`src/rtl/proc_ctrl_if.sv`:
```
// Bus between the processor controller and its datapath: fetch/run inputs and
// the per-cycle register, bus-driver and ALU controls.
interface proc_ctrl_if #(
  parameter int RSEL_W = 3
);
  localparam int NREG = 2 ** RSEL_W;
  localparam int IW   = 3 + 2 * RSEL_W;

  logic            Run;
  logic [IW-1:0]   DIN;
  logic            GNZ;
  logic            IRin;
  logic [NREG-1:0] Rin;
  logic [NREG-1:0] Rout;
  logic            Ain;
  logic            Gin;
  logic            Gout;
  logic            DINout;
  logic            AddSub;
  logic            Done;

  // master: datapath / stimulus side; slave: the controller
  modport master (
    output Run, DIN, GNZ,
    input  IRin, Rin, Rout, Ain, Gin, Gout, DINout, AddSub, Done
  );

  modport slave (
    input  Run, DIN, GNZ,
    output IRin, Rin, Rout, Ain, Gin, Gout, DINout, AddSub, Done
  );
endinterface

```
`src/rtl/proc_ctrl.sv`:
```
// T0-T3 control unit for the bus-based processor (mv, mvi, add, sub).
// Define PROC_CTRL_MVNZ_EN to enable opcode 100 as mvnz Rx,Ry (gated by GNZ).
module proc_ctrl #(
  parameter int RSEL_W = 3
) (
  input  logic        Clock,
  input  logic        Reset,
  proc_ctrl_if.slave  bus,
  output logic [1:0]  dbg_state
);
  localparam int NREG = 2 ** RSEL_W;
  localparam int IW   = 3 + 2 * RSEL_W;

  localparam logic [1:0] T0 = 2'd0;
  localparam logic [1:0] T1 = 2'd1;
  localparam logic [1:0] T2 = 2'd2;
  localparam logic [1:0] T3 = 2'd3;

  localparam logic [2:0] OP_MV   = 3'b000;
  localparam logic [2:0] OP_MVI  = 3'b001;
  localparam logic [2:0] OP_ADD  = 3'b010;
  localparam logic [2:0] OP_SUB  = 3'b011;
`ifdef PROC_CTRL_MVNZ_EN
  localparam logic [2:0] OP_MVNZ = 3'b100;
`endif

  localparam logic [NREG-1:0] ONE = NREG'(1);

  logic [1:0]        state;
  logic [1:0]        state_next;
  logic [IW-1:0]     ir;
  logic [2:0]        op;
  logic [RSEL_W-1:0] rx;
  logic [RSEL_W-1:0] ry;
  logic [NREG-1:0]   sel_x;
  logic [NREG-1:0]   sel_y;

  logic            irin;
  logic [NREG-1:0] rin;
  logic [NREG-1:0] rout;
  logic            ain;
  logic            gin;
  logic            gout;
  logic            dinout;
  logic            addsub;
  logic            done;

`ifndef PROC_CTRL_MVNZ_EN
  logic unused_gnz;
  assign unused_gnz = bus.GNZ;
`endif

  assign op        = ir[IW-1 -: 3];
  assign rx        = ir[IW-4 -: RSEL_W];
  assign ry        = ir[RSEL_W-1:0];
  assign sel_x     = ONE << rx;
  assign sel_y     = ONE << ry;
  assign dbg_state = state;

  always_ff @(posedge Clock or posedge Reset) begin
    if (Reset) begin
      state <= T0;
      ir    <= '0;
    end else begin
      state <= state_next;
      if (state == T0 && bus.Run) ir <= bus.DIN;
    end
  end

  always_comb begin
    state_next = state;
    irin   = 1'b0;
    rin    = '0;
    rout   = '0;
    ain    = 1'b0;
    gin    = 1'b0;
    gout   = 1'b0;
    dinout = 1'b0;
    addsub = 1'b0;
    done   = 1'b0;
    case (state)
      T0: begin
        irin = bus.Run;
        if (bus.Run) state_next = T1;
      end
      T1: begin
        state_next = T0;
        case (op)
          OP_MV: begin
            rout = sel_y;
            rin  = sel_x;
            done = 1'b1;
          end
          OP_MVI: begin
            dinout = 1'b1;
            rin    = sel_x;
            done   = 1'b1;
          end
          OP_ADD, OP_SUB: begin
            rout       = sel_x;
            ain        = 1'b1;
            state_next = T2;
          end
`ifdef PROC_CTRL_MVNZ_EN
          OP_MVNZ: begin
            if (bus.GNZ) begin
              rout = sel_y;
              rin  = sel_x;
            end
            done = 1'b1;
          end
`endif
          // Unknown opcodes retire as a single-cycle NOP
          default: done = 1'b1;
        endcase
      end
      T2: begin
        rout       = sel_y;
        gin        = 1'b1;
        addsub     = (op == OP_SUB);
        state_next = T3;
      end
      T3: begin
        gout       = 1'b1;
        rin        = sel_x;
        done       = 1'b1;
        state_next = T0;
      end
      default: state_next = T0;
    endcase
  end

  // Reset silences every control at once, even mid-instruction
  assign bus.IRin   = Reset ? 1'b0 : irin;
  assign bus.Rin    = Reset ? '0   : rin;
  assign bus.Rout   = Reset ? '0   : rout;
  assign bus.Ain    = Reset ? 1'b0 : ain;
  assign bus.Gin    = Reset ? 1'b0 : gin;
  assign bus.Gout   = Reset ? 1'b0 : gout;
  assign bus.DINout = Reset ? 1'b0 : dinout;
  assign bus.AddSub = Reset ? 1'b0 : addsub;
  assign bus.Done   = Reset ? 1'b0 : done;
endmodule

```
`src/flat_wrapper.sv`:
```
// flat-port wrapper written by rule: the top's interface ports become plain ports
module proc_ctrl_flat 
#(
  parameter int RSEL_W = 3
)
  (Clock, Reset, dbg_state, bus_Run, bus_DIN, bus_GNZ, bus_IRin, bus_Rin, bus_Rout, bus_Ain, bus_Gin, bus_Gout, bus_DINout, bus_AddSub, bus_Done);
  proc_ctrl_if #(.RSEL_W(RSEL_W)) bus_i ();
  input  logic Clock;
  input  logic Reset;
  output logic [1:0] dbg_state;
  input wire logic [$bits(bus_i.Run)-1:0] bus_Run;
  input wire logic [$bits(bus_i.DIN)-1:0] bus_DIN;
  input wire logic [$bits(bus_i.GNZ)-1:0] bus_GNZ;
  output wire logic [$bits(bus_i.IRin)-1:0] bus_IRin;
  output wire logic [$bits(bus_i.Rin)-1:0] bus_Rin;
  output wire logic [$bits(bus_i.Rout)-1:0] bus_Rout;
  output wire logic [$bits(bus_i.Ain)-1:0] bus_Ain;
  output wire logic [$bits(bus_i.Gin)-1:0] bus_Gin;
  output wire logic [$bits(bus_i.Gout)-1:0] bus_Gout;
  output wire logic [$bits(bus_i.DINout)-1:0] bus_DINout;
  output wire logic [$bits(bus_i.AddSub)-1:0] bus_AddSub;
  output wire logic [$bits(bus_i.Done)-1:0] bus_Done;
  assign bus_i.Run = bus_Run;
  assign bus_i.DIN = bus_DIN;
  assign bus_i.GNZ = bus_GNZ;
  assign bus_IRin = bus_i.IRin;
  assign bus_Rin = bus_i.Rin;
  assign bus_Rout = bus_i.Rout;
  assign bus_Ain = bus_i.Ain;
  assign bus_Gin = bus_i.Gin;
  assign bus_Gout = bus_i.Gout;
  assign bus_DINout = bus_i.DINout;
  assign bus_AddSub = bus_i.AddSub;
  assign bus_Done = bus_i.Done;
  proc_ctrl #(.RSEL_W(RSEL_W)) u_core (.Clock(Clock), .Reset(Reset), .bus(bus_i), .dbg_state(dbg_state));
endmodule
```
`config.mk`:
```
export PLATFORM = sky130hd
export DESIGN_NAME = proc_ctrl_flat
export DESIGN_NICKNAME = d
export VERILOG_FILES = /design/src/rtl/proc_ctrl_if.sv /design/src/rtl/proc_ctrl.sv /design/src/flat_wrapper.sv
export SDC_FILE = /design/constraint.sdc
export NUM_CORES = 1
export LEC_CHECK = 0
export ABC_AREA = 1
export BUFFER_PORTS_ARGS = -buffer_cell sky130_fd_sc_hd__buf_2
export CORE_MARGIN = 2
export CORE_UTILIZATION = 49
export DETAILED_ROUTE_END_ITERATION = 8
export PLACE_DENSITY = 0.83
export SLEW_MARGIN = 15
export SYNTH_ARGS = -nofsm -noshare
export SYNTH_HDL_FRONTEND = slang
export SYNTH_SLANG_ARGS = --single-unit
```
`constraint.sdc`:
```
create_clock -name Clock -period 2.9 [get_ports Clock]
set_input_delay 0.435 -clock Clock [delete_from_list [all_inputs] [get_ports Clock]]
set_output_delay 0.435 -clock Clock [all_outputs]
set_load 0.1 [all_outputs]
```
==> results.sh, run 1 <==
export IMPL_fmax_mhz=372
export IMPL_numCtsBuffers=3
export IMPL_maxSlewViolCount=0
export IMPL_numClockSinks=11
export IMPL_port_buffer_count=36
export IMPL_drive_gt1_share_pct=47.5
export IMPL_final_cell_mix="buf_2, nand2_1, nor2_1, inv_1"
export IMPL_p_per_area_nw_per_um2=1030
export IMPL_leakage_uw=0.000574
export IMPL_grt_pass1_wl_um=3560
export IMPL_synthSimpleGateAreaFrac_pct=39.6
export IMPL_place_congestion=0.834
export IMPL_syn_avg_cell_area_sq_um=6.96
export IMPL_synthToLayoutAreaGrowth_pct=48.6
export IMPL_post_cts_resized=0
export IMPL_antennaDiodeCount=0
export IMPL_synth_compound_area_share_pct=12.5
export IMPL_synthAdderAreaFrac_pct=5.89
export IMPL_dp_slack_ns=0.529
export IMPL_grt_max_degree=19
export IMPL_status="completed"
export IMPL_hp_class="input pin to asynchronous set/reset pin"
export IMPL_rows=15
export IMPL_startpoint_type="flip-flop"
export IMPL_slew_headroom_pct=65.0
export IMPL_power_uw=1300
export IMPL_ys_types=21
export IMPL_antenna_found_initial=0
export IMPL_crit_required_ns=2.47
export IMPL_worst_pin_slew_ns=0.525
export IMPL_rsz0062_at_grt="no"
export IMPL_gr_total_overflow=0
export IMPL_drtIter0Drc=34
export IMPL_postCtsSetupRepairBufs=0
export IMPL_synth_xor_area_share_pct=0
export IMPL_clock_skew_ns=0.00561
export IMPL_fin_crit_sh_pct=92.6
export IMPL_synth_mux_area_share_pct=0
export IMPL_final_common_cell="buf_2"
export IMPL_crit_arrival_ns=2.25
export IMPL_endpoint_kind="output port"
export IMPL_grt_total_usage_pct=22.9
export IMPL_fin_crit_ns=2.69
export IMPL_nets=180
export IMPL_ir_worst_vdd_mv=0.768
export IMPL_clockBufferDepth=2
export IMPL_fp_dieArea_sq_um=2080
export IMPL_core_area_sq_um=1670
export IMPL_hold_buffers=0
export IMPL_hold_violations=0
export IMPL_die_h_um=45.6
export IMPL_clkLatencyLatePin_ns=0.27
export IMPL_routedWlPerCell_um=12.1
export IMPL_setup_tns_ns=0
export IMPL_wl_um=2170
export IMPL_dp_hpwl_um=1720
export IMPL_viasPerCell=5.42
export IMPL_root_buffer="clkbuf_4"
export IMPL_yosys_warnings=0
export IMPL_ant_nets=0
export IMPL_drc=0
export IMPL_via_count=970
export IMPL_cts_tree="done"
export IMPL_firstDrtPassIters=4
export IMPL_ios=38
export IMPL_setup_viol=0
export IMPL_cp_max_fo=9
export IMPL_htreeDepth=1
export IMPL_cts_clk_slew_worst_paths_ns=0.08
export IMPL_initial_core_util_pct=50.9
export IMPL_timing_max_cap_violations=0
export IMPL_placedCellCount=175
export IMPL_syn_area_sq_um=850
export IMPL_synth_top_family_by_area="simple AND/OR/NAND/NOR gates"
export IMPL_rrSetupSlack_ns=1.47
export IMPL_setup_ws_ns=0.214
export IMPL_ys_ff_latch=11
export IMPL_grt_pass1_vias=830
export IMPL_path_class="flip-flop to output port"
export IMPL_die_w_um=45.6
export IMPL_syn_inst=122
export IMPL_syn_nets=139
export IMPL_stdcell_count=179
export IMPL_synth_seq_area_share_pct=32.4
-- cell usage after synthesis --
master	count	area [sq um]
nand2_1	20	75.1
nor2_1	17	63.8
a21oi_1	16	80.1
inv_1	13	48.8
dfrtp_1	11	275
nor4_1	8	50.1
nor3_1	7	35.0
nand4_1	6	37.5
ha_1	4	50.1
buf_2	3	15.0
inv_2	3	11.3
nor2_2	3	18.8
nor2_4	2	22.5
o21ai_0	2	10.0
a21oi_2	1	8.76
a22oi_1	1	7.51
inv_4	1	6.26
nand2_2	1	6.26
nand3_1	1	5.00
nand3_2	1	10.0
nor4_2	1	12.5
-- routing by layer --
layer / wire length, um / GRT usage [%]
met3: 108 / 2.38
met2: 1140 / 39.4
met4: 0 / 5.29
met5: 0 / 0
met1: 921 / 30.4
-- stage by stage --
step                      cell area [sq um]  util, %  hold slack [ns]
after floorplan                        1030        -            0.240
after global placement                 1230     73.9            0.401
after detailed placement               1230     73.9            0.409
after CTS                              1260     75.6            0.112
after global routing                   1260     75.6            0.124
final                                  1260     75.6            0.109
-- worst paths after layout --
path	to	depth (start not counted)	startpoint
max in group asynchronous	asynchronous set/reset pin	3	Reset
hold / removal	u_core.ir[6]$_DFFE_PP0P_	2	Reset
setup reg to reg	flip-flop	6	flip-flop
setup / recovery	bus_Rout[5]	7	flip-flop
min in group Clock	u_core.ir[8]$_DFFE_PP0P_	3	bus_DIN[8]
hold reg to reg	u_core.ir[8]$_DFFE_PP0P_	2	u_core.ir[8]$_DFFE_PP0P_
-- area by class of cell --
cell class | instances | area (sq um)
inverter | 17 | 70.1
tap | 17 | 21.3
fill | 138 | 408
multi-input combinational | 91 | 658
clock buffer | 3 | 22.5
timing repair buffer | 39 | 203
clock inverter | 1 | 5.00
sequential | 11 | 283
-- cells by family after synthesis --
kind of cell / count (synthesis)
DFF: 11
adders and majority gates: 4
buffers and inverters: 20
AOI/OAI and AO/OA: 20
and+or+nand+nor: 67
-- critical path, cell delays in order, from the launching register on --
cell,delay [ns]
dfrtp_4,0.50
inv_1,0.10
ha_1,0.22
inv_1,0.07
nor2_2,0.30
nand3_1,0.15
a21oi_2,0.17
buf_2,0.45
-- power by group --
| group | leakage [uW] | total [uW] | switching (uW) | internal (uW) |
|---|---|---|---|---|
| clock | 0.0000177 | 110 | 58.7 | 51.1 |
| combinational | 0.000436 | 848 | 674 | 173 |
| sequential | 0.000121 | 346 | 114 | 232 |
-- flip-flops by register name, indices dropped and copies added (netlist names), named ones only --
| register | count |
|---|---|
| u_core.ir | 9 |
| u_core.dbg_state | 1 |
Power figures use the tool's default switching activity.
==> run 2, diff against run 1 <==
--- a/config.mk
+++ b/config.mk
@@ -17 +17,2 @@
 export SYNTH_SLANG_ARGS = --single-unit
+export TNS_END_PERCENT = 1
==> constraint.sdc (replaced) <==
create_clock -name Clock -period 2.9 [get_ports Clock]
set_input_delay 0.29 -clock Clock [delete_from_list [all_inputs] [get_ports Clock]]
set_output_delay 0.29 -clock Clock [all_outputs]
set_load 0.1 [all_outputs]
==> run 2 against run 1 <==
Against the previous run: sequential cell count unchanged; maximum frequency is 3.4% higher; setup slack improved by 0.088 ns; largest power group unchanged; clock-buffer cell count rose by 1.
==> results.sh, run 2 (same netlist as run 1, synthesis figures left out) <==
export IMPL_grt_max_degree=20
export IMPL_whs_ns=0.261
export IMPL_firstDrtPassIters=4
export IMPL_fin_crit_sh_pct=89.6
export IMPL_place_congestion=0.827
export IMPL_top_register="u_core.ir"
export IMPL_numClockSinks=11
export IMPL_setup_tns_ns=0
export IMPL_numCtsBuffers=3
export IMPL_routedWlPerCell_um=12.3
export IMPL_ir_worst_vdd_mv=0.653
export IMPL_dp_hpwl_um=1740
export IMPL_drtIter0Drc=13
export IMPL_grt_pass1_vias=865
export IMPL_final_common_cell="buf_2"
export IMPL_p_per_area_nw_per_um2=1060
export IMPL_root_buffer="clkbuf_4"
export IMPL_grt_total_usage_pct=23.7
export IMPL_htreeDepth=1
export IMPL_via_count=981
export IMPL_ant_nets=0
export IMPL_timing_max_cap_violations=0
export IMPL_cts_tree="done"
export IMPL_die_h_um=45.6
export IMPL_fp_dieArea_sq_um=2080
export IMPL_nets=178
export IMPL_endpoint_kind="output port"
export IMPL_clkLatencyLatePin_ns=0.27
export IMPL_hold_violations=0
export IMPL_postCtsSetupRepairBufs=0
export IMPL_fillers=152
export IMPL_drc=0
export IMPL_initial_core_util_pct=50.9
export IMPL_cp_max_fo=14
export IMPL_worst_pin_slew_ns=0.579
export IMPL_path_class="input pin to output port"
export IMPL_post_cts_resized=0
export IMPL_largest_register_ffs=9
export IMPL_final_cell_mix="buf_2, nand2_1, nor2_1, a21oi_1, inv_1"
export IMPL_core_area_sq_um=1670
export IMPL_port_buffer_count=36
export IMPL_antennaDiodeCount=0
export IMPL_status="completed"
export IMPL_crit_reg2reg_launch="u_core.dbg_state[0]$_DFFE_PP0P_"
export IMPL_fmax_mhz=385
export IMPL_cts_clk_slew_worst_paths_ns=0.07
export IMPL_antenna_found_initial=0
export IMPL_drive_gt1_share_pct=38.1
export IMPL_crit_required_ns=2.61
export IMPL_leakage_uw=0.000573
export IMPL_viasPerCell=5.54
export IMPL_startpoint_type="input pin"
export IMPL_wl_um=2180
export IMPL_rsz0062_at_grt="no"
export IMPL_clock_skew_ns=0.00185
export IMPL_crit_start="Reset"
export IMPL_maxSlewViolCount=0
export IMPL_ios=38
export IMPL_hp_start="bus_DIN[0]"
export IMPL_setup_viol=0
export IMPL_post_route_util_pct=71.7
export IMPL_hp_class="input pin to flip-flop"
export IMPL_slew_headroom_pct=61.3
export IMPL_hold_buffers=1
export IMPL_grt_pass1_wl_um=3620
export IMPL_gr_total_overflow=0
export IMPL_clockBufferDepth=2
export IMPL_fin_crit_ns=2.60
export IMPL_synthToLayoutAreaGrowth_pct=40.9
export IMPL_rows=15
export IMPL_crit_arrival_ns=2.31
export IMPL_die_w_um=45.6
## run 2: final timing paths
kind,to,slack (ns),cells after the start
max in group asynchronous,u_core.dbg_state[0]$_DFFE_PP0P_,2.15,3
max,bus_Rin[5],0.30,8
min reg2reg,u_core.ir[8]$_DFFE_PP0P_,0.56,2
min,u_core.ir[0]$_DFFE_PP0P_,0.26,3
max reg2reg,u_core.ir[7]$_DFFE_PP0P_,1.39,5
min in group asynchronous,u_core.ir[2]$_DFFE_PP0P_,0.54,3
## run 2: stage by stage
stage	setup slack [ns]	cell area [sq um]	total power, uW	instances
after floorplan	-0.587	975	1020	122
after global placement	0.801	1160	1120	172
after detailed placement	0.748	1160	1150	172
after CTS	0.277	1200	1260	177
after global routing	0.158	1200	1350	177
final	0.302	1200	1260	177
## run 2: area by class of cell
cell class	count	area (sq um)	share of cell area, %
tap	17	21.3	1.78
sequential	11	275	23.0
inverter	17	66.3	5.54
clock buffer	4	26.3	2.19
timing repair buffer	37	190	15.9
multi-input combinational	91	618	51.6
## run 2: critical path, stage by stage
cell           delay (ns)
dlygate4sd3_1        0.53
buf_2                0.15
inv_2                0.23
nand2_1              0.17
nor2_2               0.21
nor2_4               0.13
nor4_4               0.14
buf_2                0.46
## run 2: routing by layer
| metal | up-vias | global-route usage (%) | share of wire, % |
|---|---|---|---|
| met3 | 4 | 4.37 | 3.3 |
| met1 | 462 | 27.9 | 38 |
| li1 | 489 | - | - |
| met2 | 26 | 43.7 | 57 |
| met4 | 0 | 5.88 | 1.3 |
| met5 | - | 0 | 0 |
## run 2: report_power, final
part           internal (uW)  switching [uW]  total, uW
registers                224             145        369
logic                    157             629        786
clock network           53.3            55.8        109
